==> src/rtl/mem_arbiter_if.sv <==
// Bundle of core-side request/response signals and the single-port memory
// command bus shared between the arbiter and its surroundings.
interface mem_arbiter_if #(
  parameter int N = 64
);
  // instruction-fetch port
  logic         ireq;
  logic [N-1:0] iadr;
  logic         ivalid;
  logic [31:0]  irdata;
  // data port
  logic         dreq;
  logic [N-1:0] dadr;
  logic [N-1:0] dwdata;
  logic [1:0]   dwe;
  logic         ddword;
  logic         dvalid;
  logic [N-1:0] drdata;
  // memory command / response
  logic [N-1:0] madr;
  logic [N-1:0] mwdata;
  logic [1:0]   mwe;
  logic         mdword;
  logic [N-1:0] mrdata;
  // core stall
  logic         stall;

  // arbiter side
  modport slave (
    input  ireq, iadr, dreq, dadr, dwdata, dwe, ddword, mrdata,
    output ivalid, irdata, dvalid, drdata, madr, mwdata, mwe, mdword, stall
  );

  // core + memory side
  modport master (
    output ireq, iadr, dreq, dadr, dwdata, dwe, ddword, mrdata,
    input  ivalid, irdata, dvalid, drdata, madr, mwdata, mwe, mdword, stall
  );
endinterface

==> src/rtl/mem_arbiter.sv <==
// Two-port (instruction fetch / data) arbiter in front of a single-port
// memory with fixed read latency LAT. The memory command is driven
// combinationally during the grant cycle only (an IDLE cycle with a winning
// request); read data is returned LAT cycles later and presented in the same
// cycle as the valid pulse, then held in a register until the next pulse.
// Stores complete one cycle after the grant. Ties alternate using a
// last-grant flag that starts at "instruction", so data wins the first tie.
// N must be at least 64 (the fetch path selects 32-bit halves of mrdata).
module mem_arbiter #(
  parameter int N   = 64,
  parameter int LAT = 2
) (
  input logic          clk,
  input logic          reset,
  mem_arbiter_if.slave bus
);

  typedef enum logic [1:0] {IDLE, IREAD, DREAD, DWRITE} state_t;

  state_t       state, state_next;
  logic [2:0]   cnt, cnt_next;
  logic         last_data, last_data_next;   // 1: data port got the last grant
  logic         isel, isel_next;             // fetch address bit 2 at grant
  logic         dsel, dsel_next;             // data address bit 2 at grant
  logic         dword, dword_next;           // doubleword load in flight
  logic [31:0]  irdata_hold;
  logic [N-1:0] drdata_hold;

  logic         grant_i, grant_d;
  logic         ivalid_c, dvalid_c, load_done;
  logic [N-1:0] madr_c, mwdata_c;
  logic [1:0]   mwe_c;
  logic         mdword_c;
  logic [31:0]  fetch_word, load_half;
  logic [N-1:0] load_word;

  // Pick a winner in IDLE; on a tie serve the port that was not served last.
  always_comb begin
    grant_i = 1'b0;
    grant_d = 1'b0;
    if (state == IDLE && !reset) begin
      if (bus.ireq && bus.dreq) begin
        if (last_data) grant_i = 1'b1;
        else           grant_d = 1'b1;
      end else if (bus.ireq) begin
        grant_i = 1'b1;
      end else if (bus.dreq) begin
        grant_d = 1'b1;
      end
    end
  end

  // Next-state, latency counter and memory command / valid generation.
  always_comb begin
    state_next     = state;
    cnt_next       = cnt;
    last_data_next = last_data;
    isel_next      = isel;
    dsel_next      = dsel;
    dword_next     = dword;
    madr_c         = '0;
    mwdata_c       = '0;
    mwe_c          = 2'b00;
    mdword_c       = 1'b0;
    ivalid_c       = 1'b0;
    dvalid_c       = 1'b0;
    case (state)
      IDLE: begin
        if (grant_i) begin
          madr_c         = bus.iadr;
          isel_next      = bus.iadr[2];
          last_data_next = 1'b0;
          cnt_next       = 3'd1;
          state_next     = IREAD;
        end else if (grant_d) begin
          madr_c         = bus.dadr;
          mdword_c       = bus.ddword;
          dsel_next      = bus.dadr[2];
          dword_next     = bus.ddword;
          last_data_next = 1'b1;
          if (bus.dwe != 2'b00) begin
            mwdata_c   = bus.dwdata;
            mwe_c      = bus.dwe;
            state_next = DWRITE;
          end else begin
            cnt_next   = 3'd1;
            state_next = DREAD;
          end
        end
      end
      IREAD: begin
        if (cnt == 3'(LAT)) begin
          ivalid_c   = 1'b1;
          cnt_next   = 3'd0;
          state_next = IDLE;
        end else begin
          cnt_next = cnt + 3'd1;
        end
      end
      DREAD: begin
        if (cnt == 3'(LAT)) begin
          dvalid_c   = 1'b1;
          cnt_next   = 3'd0;
          state_next = IDLE;
        end else begin
          cnt_next = cnt + 3'd1;
        end
      end
      DWRITE: begin
        dvalid_c   = 1'b1;
        state_next = IDLE;
      end
      default: state_next = IDLE;
    endcase
  end

  // Word selection and sign extension of the returning memory data.
  always_comb begin
    fetch_word = isel ? bus.mrdata[63:32] : bus.mrdata[31:0];
    load_half  = dsel ? bus.mrdata[63:32] : bus.mrdata[31:0];
    load_word  = dword ? bus.mrdata : {{(N-32){load_half[31]}}, load_half};
  end

  assign load_done = dvalid_c && (state == DREAD);

  // State, grant bookkeeping and held read data.
  always_ff @(posedge clk or posedge reset) begin
    if (reset) begin
      state       <= IDLE;
      cnt         <= 3'd0;
      last_data   <= 1'b0;
      isel        <= 1'b0;
      dsel        <= 1'b0;
      dword       <= 1'b0;
      irdata_hold <= '0;
      drdata_hold <= '0;
    end else begin
      state     <= state_next;
      cnt       <= cnt_next;
      last_data <= last_data_next;
      isel      <= isel_next;
      dsel      <= dsel_next;
      dword     <= dword_next;
      if (ivalid_c)  irdata_hold <= fetch_word;
      if (load_done) drdata_hold <= load_word;
    end
  end

  assign bus.ivalid = ivalid_c;
  assign bus.dvalid = dvalid_c;
  assign bus.irdata = ivalid_c ? fetch_word : irdata_hold;
  assign bus.drdata = load_done ? load_word : drdata_hold;
  assign bus.madr   = madr_c;
  assign bus.mwdata = mwdata_c;
  assign bus.mwe    = mwe_c;
  assign bus.mdword = mdword_c;
  assign bus.stall  = (bus.ireq & ~ivalid_c) | (bus.dreq & ~dvalid_c);

endmodule

==> src/flat_wrapper.sv <==
// flat-port wrapper written by rule: the top's interface ports become plain ports
module mem_arbiter_flat 
#(
  parameter int N   = 64,
  parameter int LAT = 2
)
  (clk, reset, bus_ireq, bus_iadr, bus_dreq, bus_dadr, bus_dwdata, bus_dwe, bus_ddword, bus_mrdata, bus_ivalid, bus_irdata, bus_dvalid, bus_drdata, bus_madr, bus_mwdata, bus_mwe, bus_mdword, bus_stall);
  mem_arbiter_if #(.N(N)) bus_i ();
  input logic clk;
  input logic reset;
  input wire logic [$bits(bus_i.ireq)-1:0] bus_ireq;
  input wire logic [$bits(bus_i.iadr)-1:0] bus_iadr;
  input wire logic [$bits(bus_i.dreq)-1:0] bus_dreq;
  input wire logic [$bits(bus_i.dadr)-1:0] bus_dadr;
  input wire logic [$bits(bus_i.dwdata)-1:0] bus_dwdata;
  input wire logic [$bits(bus_i.dwe)-1:0] bus_dwe;
  input wire logic [$bits(bus_i.ddword)-1:0] bus_ddword;
  input wire logic [$bits(bus_i.mrdata)-1:0] bus_mrdata;
  output wire logic [$bits(bus_i.ivalid)-1:0] bus_ivalid;
  output wire logic [$bits(bus_i.irdata)-1:0] bus_irdata;
  output wire logic [$bits(bus_i.dvalid)-1:0] bus_dvalid;
  output wire logic [$bits(bus_i.drdata)-1:0] bus_drdata;
  output wire logic [$bits(bus_i.madr)-1:0] bus_madr;
  output wire logic [$bits(bus_i.mwdata)-1:0] bus_mwdata;
  output wire logic [$bits(bus_i.mwe)-1:0] bus_mwe;
  output wire logic [$bits(bus_i.mdword)-1:0] bus_mdword;
  output wire logic [$bits(bus_i.stall)-1:0] bus_stall;
  assign bus_i.ireq = bus_ireq;
  assign bus_i.iadr = bus_iadr;
  assign bus_i.dreq = bus_dreq;
  assign bus_i.dadr = bus_dadr;
  assign bus_i.dwdata = bus_dwdata;
  assign bus_i.dwe = bus_dwe;
  assign bus_i.ddword = bus_ddword;
  assign bus_i.mrdata = bus_mrdata;
  assign bus_ivalid = bus_i.ivalid;
  assign bus_irdata = bus_i.irdata;
  assign bus_dvalid = bus_i.dvalid;
  assign bus_drdata = bus_i.drdata;
  assign bus_madr = bus_i.madr;
  assign bus_mwdata = bus_i.mwdata;
  assign bus_mwe = bus_i.mwe;
  assign bus_mdword = bus_i.mdword;
  assign bus_stall = bus_i.stall;
  mem_arbiter #(.N(N), .LAT(LAT)) u_core (.clk(clk), .reset(reset), .bus(bus_i));
endmodule
==> config.mk <==
export PLATFORM = sky130hd
export DESIGN_NAME = mem_arbiter_flat
export DESIGN_NICKNAME = d
export VERILOG_FILES = /design/src/rtl/mem_arbiter_if.sv /design/src/rtl/mem_arbiter.sv /design/src/flat_wrapper.sv
export SDC_FILE = /design/constraint.sdc
export NUM_CORES = 1
export LEC_CHECK = 0
export ABC_AREA = 1
export CAP_MARGIN = 25
export CORE_AREA = 2 2 191 193
export CTS_CLUSTER_DIAMETER = 150
export DETAILED_ROUTE_END_ITERATION = 12
export DIE_AREA = 0 0 193 195
export HOLD_SLACK_MARGIN = 0.05
export PLACE_DENSITY = 0.6
export RECOVER_POWER = 50
export SLEW_MARGIN = 15
export SYNTH_ARGS = -nofsm -noshare
export SYNTH_HDL_FRONTEND = slang
export SYNTH_SLANG_ARGS = --single-unit
==> constraint.sdc <==
create_clock -name clk -period 22.3 [get_ports clk]
set_input_delay 6.69 -clock clk [delete_from_list [all_inputs] [get_ports clk]]
set_output_delay 6.69 -clock clk [all_outputs]
set_load 0.005 [all_outputs]
* Word-level counts from Yosys, hierarchy flattened
Cells that the tools add are included.
** Word-level totals
- Bits in registers :: 105
- Input port bits :: 263
- Logic and storage cells :: 79
** Cells by class
- Equal/unequal tests :: 7
- Reduce and logical (&&, ||, !) cells :: 14
- Multiplexer cells :: 43
- Bitwise logic cells :: 6
- Add/subtract/negate cells :: 1
** Operator list (count)
- 2-to-1 mux 64 bit :: 9
- 2-to-1 mux 32 bit :: 3
- 2-to-1 mux 1 bit :: 17
- 2-to-1 mux 2 bit :: 7
- 2-to-1 mux 3 bit :: 4
- one-hot mux 2 bit (3 select lines) :: 1
- one-hot mux 3 bit (2 select lines) :: 1
- AND reduction 2 bit :: 3
- AND reduction 3 bit :: 2
- nonzero test 2 bit :: 3
- == test 2 bit (second input constant) :: 2
- adder 3 x 1 -> 3 bit (second input constant) :: 1
- == test 3 x 2 -> 1 bit (second input constant) :: 1
- logical AND 1 bit :: 3
- != test 3 x 1 -> 1 bit (second input constant) :: 1
- != test 3 x 2 -> 1 bit (second input constant) :: 1
- NOT 1 bit :: 3
- bitwise AND 1 bit :: 2
- == test 2 x 1 -> 1 bit (second input constant) :: 1
- zero test 2 bit :: 1
- != test 2 x 1 -> 1 bit (second input constant) :: 1
- one-hot mux 1 bit (2 select lines) :: 1
- OR reduction 2 bit :: 1
- zero test 1 bit :: 1
- OR 1 bit :: 1

* Depth between registers and ports, before layout
Gate-level depths: netlist of the first run.
- Depth in word-level cells :: 7
- Mapped depth :: 10
- Mapped depth without buffers :: 9

* Worst setup path after synthesis of the first run
No wires, ideal clock.
- Kind :: in2out
- Start point :: input port reset
- End point :: output port bus_madr[26]
- Path buffers :: 2
- Required time :: 15.610 ns
- Stages on the path :: 6
- Slack :: 5.618 ns
- Arrival :: 9.992 ns
- Cells stage by stage :: inv_1 nand3_1 nor2_1 buf_2 buf_2 a22o_1
** On the way
- Longest elaborated chain between the ends :: 6
** Ends and longest elaborated chain
- from (decl) :: line flat_wrapper.sv:10 : input logic reset;
- zero test 1 bit (*) :: line mem_arbiter.sv:41 : if (state == IDLE && !reset) begin
- logical AND 1 bit (*) :: line mem_arbiter.sv:41
- 2-to-1 mux 1 bit :: line mem_arbiter.sv:41
- 2-to-1 mux 64 bit :: line mem_arbiter.sv:75 : end else if (grant_d) begin
- 2-to-1 mux 64 bit (*) :: line mem_arbiter.sv:69 : if (grant_i) begin
- 2-to-1 mux 64 bit (*) :: line mem_arbiter.sv:67 : case (state)
- to (decl) :: line flat_wrapper.sv:23 : output wire logic [$bits(bus_i.madr)-1:0] bus_madr;
Every way passes the cells marked *; elsewhere a longest branch is shown, timed or not.

* Worst setup path after layout of the first run
- Start point :: input port reset
- End point :: output port bus_madr[20]
The elaborated chain is that of the path after synthesis.

==> results.yml, run 1 <==
run:
  drv_cap: 5
cells_and_area:
  final_nets: 1513
  design_area_mm2: 0.0119
  syn_to_final_growth_pct: 85.8
  n_fill_cell: 3736
  regArea_mm2: 0.00263
  drive_above_1_share_pct: 2.88
  final_cell_mix: "clkdlybuf4s50_1 (449), nand2_1 (157), dfrtp_1 (105)"
  multiInputGateArea_mm2: 0.00302
  fin_util_pct: 33.6
  final_common_cell: "clkdlybuf4s50_1"
drt:
  num_vias: 7652
  drt-vias-per-instance: 4.45
  ant_nets: 0
  drt-total-wl_mm: 43.5
  drtPass1Iterations: 7
  wl_per_cell_um: 25.3
  first_iter_violations: 503
  route.detailed.drc: 0
worst_setup_path:
  required_ns: 15.61
  path_cells: "dlygate4sd3_1 -> clkinvlp_2 -> nand3_1 -> nor2_1 -> buf_4 -> a22o_1 -> clkdlybuf4s50_1"
  path_class: "input pin to output port"
  arrival_ns: 11.49
  critical_path.max_fanout: 49
  cp_num_cells: 7
  slowest_stage: "clkinvlp_2"
  cp_top_family: "buffers and inverters"
  crit_buf_inv: 4
  worst_r2r_path_depth: 6
  start_kind: "input pin"
  regToRegSetupSlack_ns: 18.49
  crit_path_max_incr_delay_ns: 1.32
  end_kind: "output port"
placement:
  place_area_mm2: 0.0116
  gp_congestion: 0.958
  hpwl_mm: 36.3
  pre_cts_slack_ns: 5.78
  io_buffers: 492
floorplan:
  die_height_um: 195
  core_mm2: 0.0354
  rows: 69
  pin_count: 493
  fp.dieArea_mm2: 0.0376
  start_util_pct: 18.1
  die_width_um: 193
sta:
  period_share_pct: 81.5
  setup_tns_ns: 0
  tightestPinTransition_ns: 3.43
  finalHoldViolations: 0
  final-max-slew-violation-count: 227
  fin_ws_ns: 4.12
  clock.fmax_mhz: 55.0
  slew-limit-headroom_pct: -128
  finClkSkew_ns: 0.00777
  fin_crit_ns: 18.18
  setup_viol: 0
  rsz0062_at_grt: "no"
grt:
  antenna_found_initial: 14
  gr-usage-all-layers_pct: 22.4
  met3_usage_pct: 6.70
  top_usage_layer: "met2"
  grt_max_degree: 86
  overflow: 0
  grt_first_pass_wirelength_mm: 59.1
  grt_pass1_vias: 7395
  met2_usage_pct: 38.0
  gr-usage-met1_pct: 28.5
min_path:
  hold_path.class: "register to register"
  min_delay_path_depth: 2
cts:
  ctsResizeCount: 0
  clk_pin_slew_worst_paths_ns: 0.08
  cts_setup_buffers: 0
  cts_max_level: 3
  cts_buffers: 9
  cts_tree: "done"
  clockBufferDepth: 2
  cts.sinks: 105
  cts_hold_buf: 0
  root_buffer: "clkbuf_16"
  clock_latency_ns: 0.36
power_and_ir_drop:
  p_per_area_mw_per_mm2: 95.6
  peakVddDrop_mv: 0.0402
  p_leak_nw: 4.74
run_status:
  violations: "capacitance limit, slew limit"
  status: "finished, violations left"
synthesis:
  synth_cells: 798
  syn_nets: 1065
  postSynthAreaPerCell_um2: 8.02
  ys_seq_area_share_pct: 41.1
  yosys_warnings: 0
  netlist-cell-type-count: 31
  syn_area_mm2: 0.00640
  synth-seq-cells: 105
## area by class of cell
class,count,share of cell area [%]
well taps,461,4.85
clock buffers,9,1.89
repair buffers,505,42.4
clock inverters,7,0.589
multi-input cells,542,25.4
inverters,83,2.63
flip-flops and latches,105,22.1
diodes,6,0.126
## kinds of logic after synthesis
group | count (synthesis) | synth area share, %
simple gates | 305 | 22.1
compound gates | 233 | 25.2
buf+inv | 151 | 10.8
flops | 105 | 41.1
fa+ha+maj | 4 | 0.782
## synth_stat cells
library cell,instances,area share (%)
a21oi_1,12,0.94
a21oi_2,20,2.7
a21oi_4,1,0.25
a22o_1,63,8.6
a31oi_1,32,3.1
buf_1,9,0.53
buf_2,19,1.5
buf_4,11,1.3
buf_6,5,0.88
buf_8,2,0.47
clkbuf_1,22,1.3
dfrtp_1,105,41
ha_1,4,0.78
inv_1,81,4.8
inv_2,2,0.12
nand2_1,158,9.3
nand2_2,1,0.098
nand3_1,5,0.39
nand3_2,1,0.16
nand4_1,1,0.098
nor2_1,71,4.2
nor2_2,1,0.098
nor2_4,1,0.18
nor3_1,1,0.078
nor3b_1,64,7.5
o211ai_1,1,0.12
o21a_1,31,3.6
o21ai_0,71,5.6
o21bai_1,1,0.12
o22ai_1,1,0.098
or2_2,1,0.098
## power breakdown
| group | internal, mW | switching [mW] | total [mW] |
|---|---|---|---|
| logic | 0.337 | 0.338 | 0.676 |
| clock network | 0.0792 | 0.0837 | 0.163 |
| registers | 0.272 | 0.0258 | 0.298 |
## worst min-delay path, cell delays in order (launching register included)
cell,delay (ns)
dfrtp_1,0.39
nand2_1,0.07
nand2_1,0.05
## state kept, by name, summed over array words and instances (netlist names)
signal,cells
u_core.last_data,1
u_core.dsel,1
u_core.dword,1
u_core.cnt,3
u_core.drdata_hold,64
u_core.irdata_hold,32
u_core.state,2
u_core.isel,1
## stage by stage
step,instances,hold slack (ns),total power [mW]
after floorplan,798,0.480,0.595
after global placement,1694,0.502,0.985
after detailed placement,1695,0.511,0.995
after CTS,1711,0.531,1.16
after global routing,1712,0.555,1.22
final,1718,0.536,1.14
## final timing paths
path	startpoint	end
min	u_core.cnt[1]	u_core.cnt[1]
min reg2reg	u_core.cnt[1]	u_core.cnt[1]
max reg2reg	u_core.state[1]	u_core.irdata_hold[26]
min in group asynchronous	reset	u_core.dsel
max	reset	bus_madr[20]
max in group asynchronous	reset	u_core.irdata_hold[19]
## per-layer routing
| metal | share of wire, % | vias up |
|---|---|---|
| met4 | 1.4 | 4 |
| met1 | 42 | 3709 |
| met3 | 8.2 | 34 |
| li1 | - | 3575 |
| met5 | 0.055 | - |
| met2 | 49 | 330 |
No activity file was read; power rests on OpenSTA's default activity.
==> inputs of run 2 (changes only) <==
--- a/config.mk
+++ b/config.mk
@@ -7,12 +7,12 @@
 export LEC_CHECK = 0
 export ABC_AREA = 1
 export CAP_MARGIN = 25
-export CORE_AREA = 2 2 191 193
+export CORE_AREA = 2 2 193 195
 export CTS_CLUSTER_DIAMETER = 150
 export DETAILED_ROUTE_END_ITERATION = 12
-export DIE_AREA = 0 0 193 195
+export DIE_AREA = 0 0 195 197
 export HOLD_SLACK_MARGIN = 0.05
-export PLACE_DENSITY = 0.6
+export PLACE_DENSITY = 0.59
 export RECOVER_POWER = 50
 export SLEW_MARGIN = 15
 export SYNTH_ARGS = -nofsm -noshare
==> constraint.sdc (replaced) <==
create_clock -name clk -period 17.22 [get_ports clk]
set_input_delay 5.166 -clock clk [delete_from_list [all_inputs] [get_ports clk]]
set_output_delay 5.166 -clock clk [all_outputs]
set_load 0.005 [all_outputs]
==> run 2 against run 1 <==
- the run still ends with capacitance limit, slew limit left
- die area is 2.1% higher
- first-iteration DRC count is 17% lower
- combinational power is 28% higher
- setup slack worse by 1.7 ns
- design area is 0.13% lower
- critical path type unchanged
- largest power group unchanged
- highest routed layer unchanged
==> results.yml, run 2 (synthesis gave the netlist of run 1 again) <==
power_and_ir_drop:
  finalPower_mw: 1.46
  p_comb_share_pct: 59.1
  internal_power_mw: 0.890
  peakVddDrop_mv: 0.0434
  p_switching_mw: 0.570
  seq_power_share_pct: 26.5
  p_clk_share_pct: 14.4
  p_per_area_mw_per_mm2: 123
  power.share.switching_pct: 39.0
  p_leak_nw: 4.73
cts:
  clk_pin_slew_worst_paths_ns: 0.09
  clock_latency_ns: 0.36
  cts.sinks: 105
  cts_buffers: 9
  root_buffer: "clkbuf_16"
  cts_tree: "done"
  cts_max_level: 3
  ctsResizeCount: 0
  clockBufferDepth: 2
  cts_setup_buffers: 0
  cts_hold_buf: 0
cells_and_area:
  reg_top3: "u_core.drdata_hold x64, u_core.irdata_hold x32, u_core.cnt x3"
  regMostFlops: "u_core.drdata_hold"
  n_fill_cell: 3866
  drive_above_1_share_pct: 2.88
  final_common_cell: "clkdlybuf4s50_1"
  fin_cells: 1723
  largest_reg_flops: 64
  multiInputGateArea_mm2: 0.00303
  syn_to_final_growth_pct: 85.6
  regArea_mm2: 0.00263
  fin_util_pct: 32.7
  final_cell_mix: "clkdlybuf4s50_1 (450), nand2_1 (157), dfrtp_1 (105)"
  final_nets: 1514
grt:
  grt_max_degree: 73
  grt_first_pass_wirelength_mm: 55.2
  grt_pass1_vias: 7401
  gr-usage-all-layers_pct: 20.2
  overflow: 0
  antenna_found_initial: 9
sta:
  clock.fmax_mhz: 67.8
  tightestPinTransition_ns: 3.48
  fin_crit_ns: 14.76
  final-max-slew-violation-count: 175
  setup_tns_ns: 0
  slew-limit-headroom_pct: -132
  finClkSkew_ns: 0.0153
  period_share_pct: 85.7
  rsz0062_at_grt: "no"
  holdWs_ns: 0.534
  finalHoldViolations: 0
  setup_viol: 0
worst_setup_path:
  slowest_stage: "clkinvlp_2"
  path_class: "input pin to output port"
  start_kind: "input pin"
  required_ns: 12.05
  rr_startpoint: "u_core.cnt[2]"
  regToRegSetupSlack_ns: 13.53
  crit_buf_inv: 4
  crit_start: "reset"
  crit_path_max_incr_delay_ns: 1.73
  critical_path.max_fanout: 47
  cp_top_family: "buffers and inverters"
  end_kind: "output port"
  arrival_ns: 9.59
  path_cells: "dlygate4sd3_1 -> clkinvlp_2 -> nand3_1 -> nor2_4 -> buf_4 -> a22o_1 -> clkdlybuf4s50_1"
min_path:
  hold_path.class: "register to register"
  min_from: "u_core.cnt[1]"
drt:
  num_vias: 7496
  drt-vias-per-instance: 4.35
  drtPass1Iterations: 5
  route.detailed.drc: 0
  first_iter_violations: 416
  drt-total-wl_mm: 40.5
  wl_per_cell_um: 23.5
  ant_nets: 0
floorplan:
  die_height_um: 197
  pin_count: 493
  die_width_um: 195
  fp.dieArea_mm2: 0.0384
  start_util_pct: 17.6
  core_mm2: 0.0363
  rows: 70
run_status:
  violations: "capacitance limit, slew limit"
  status: "finished, violations left"
run:
  drv_cap: 3
placement:
  io_buffers: 492
  gp_congestion: 0.935
  place_inst: 1704
  hpwl_mm: 33.6
==> run 2: per-stage QoR <==
stage               area [um^2]  setup slack (ns)
floorplan                  6400              3.59
global placement          11700              3.76
detailed placement        11700              3.67
CTS                       12000              3.67
global route              11900              1.81
finish                    11900              2.46
==> run 2: tightest hold or removal path: stages, from the launching register on <==
cell and delay, ns:
dfrtp_1 0.39, nand2_1 0.06, nand2_1 0.05
==> run 2: path summary, 6_finish.rpt <==
path | end | cells after the start
max in group asynchronous | u_core.drdata_hold[16] | 3
worst max-delay path | bus_madr[19] | 7
worst max register to register | u_core.irdata_hold[28] | 5
min in group asynchronous | u_core.state[0] | 2
worst min register to register | u_core.cnt[1] | 2
worst min-delay path | u_core.cnt[1] | 2
==> run 2: power groups by stage <==
| stage | logic (mW) | clock network, mW | registers, mW |
|---|---|---|---|
| 4_1_cts | 0.901 | 0.219 | 0.387 |
| 3_5_place_dp | 0.897 | 0 | 0.393 |
| 3_3_place_gp | 0.885 | 0 | 0.389 |
| 2_1_floorplan | 0.389 | 0 | 0.382 |
| 5_1_grt | 0.946 | 0.227 | 0.397 |
| 6_report | 0.863 | 0.210 | 0.387 |
==> run 2: metal layers <==
layer	track usage (%)	part of all wire, %	vias up
li1	-	-	3580
met1	21.5	38	3565
met2	37.4	52	294
met3	6.35	7.0	47
met4	7.10	3.4	10
met5	0	0.17	-
==> run 2: area by class of cell <==
type / count / share of cell area [%]
Clock inverter: 6 / 0.485
Clock buffer: 10 / 1.93
Antenna cell: 3 / 0.0632
Inverter: 83 / 2.63
Sequential cell: 105 / 22.1
Timing Repair Buffer: 506 / 42.3
Tap cell: 468 / 4.93
Multi-Input combinational cell: 542 / 25.5
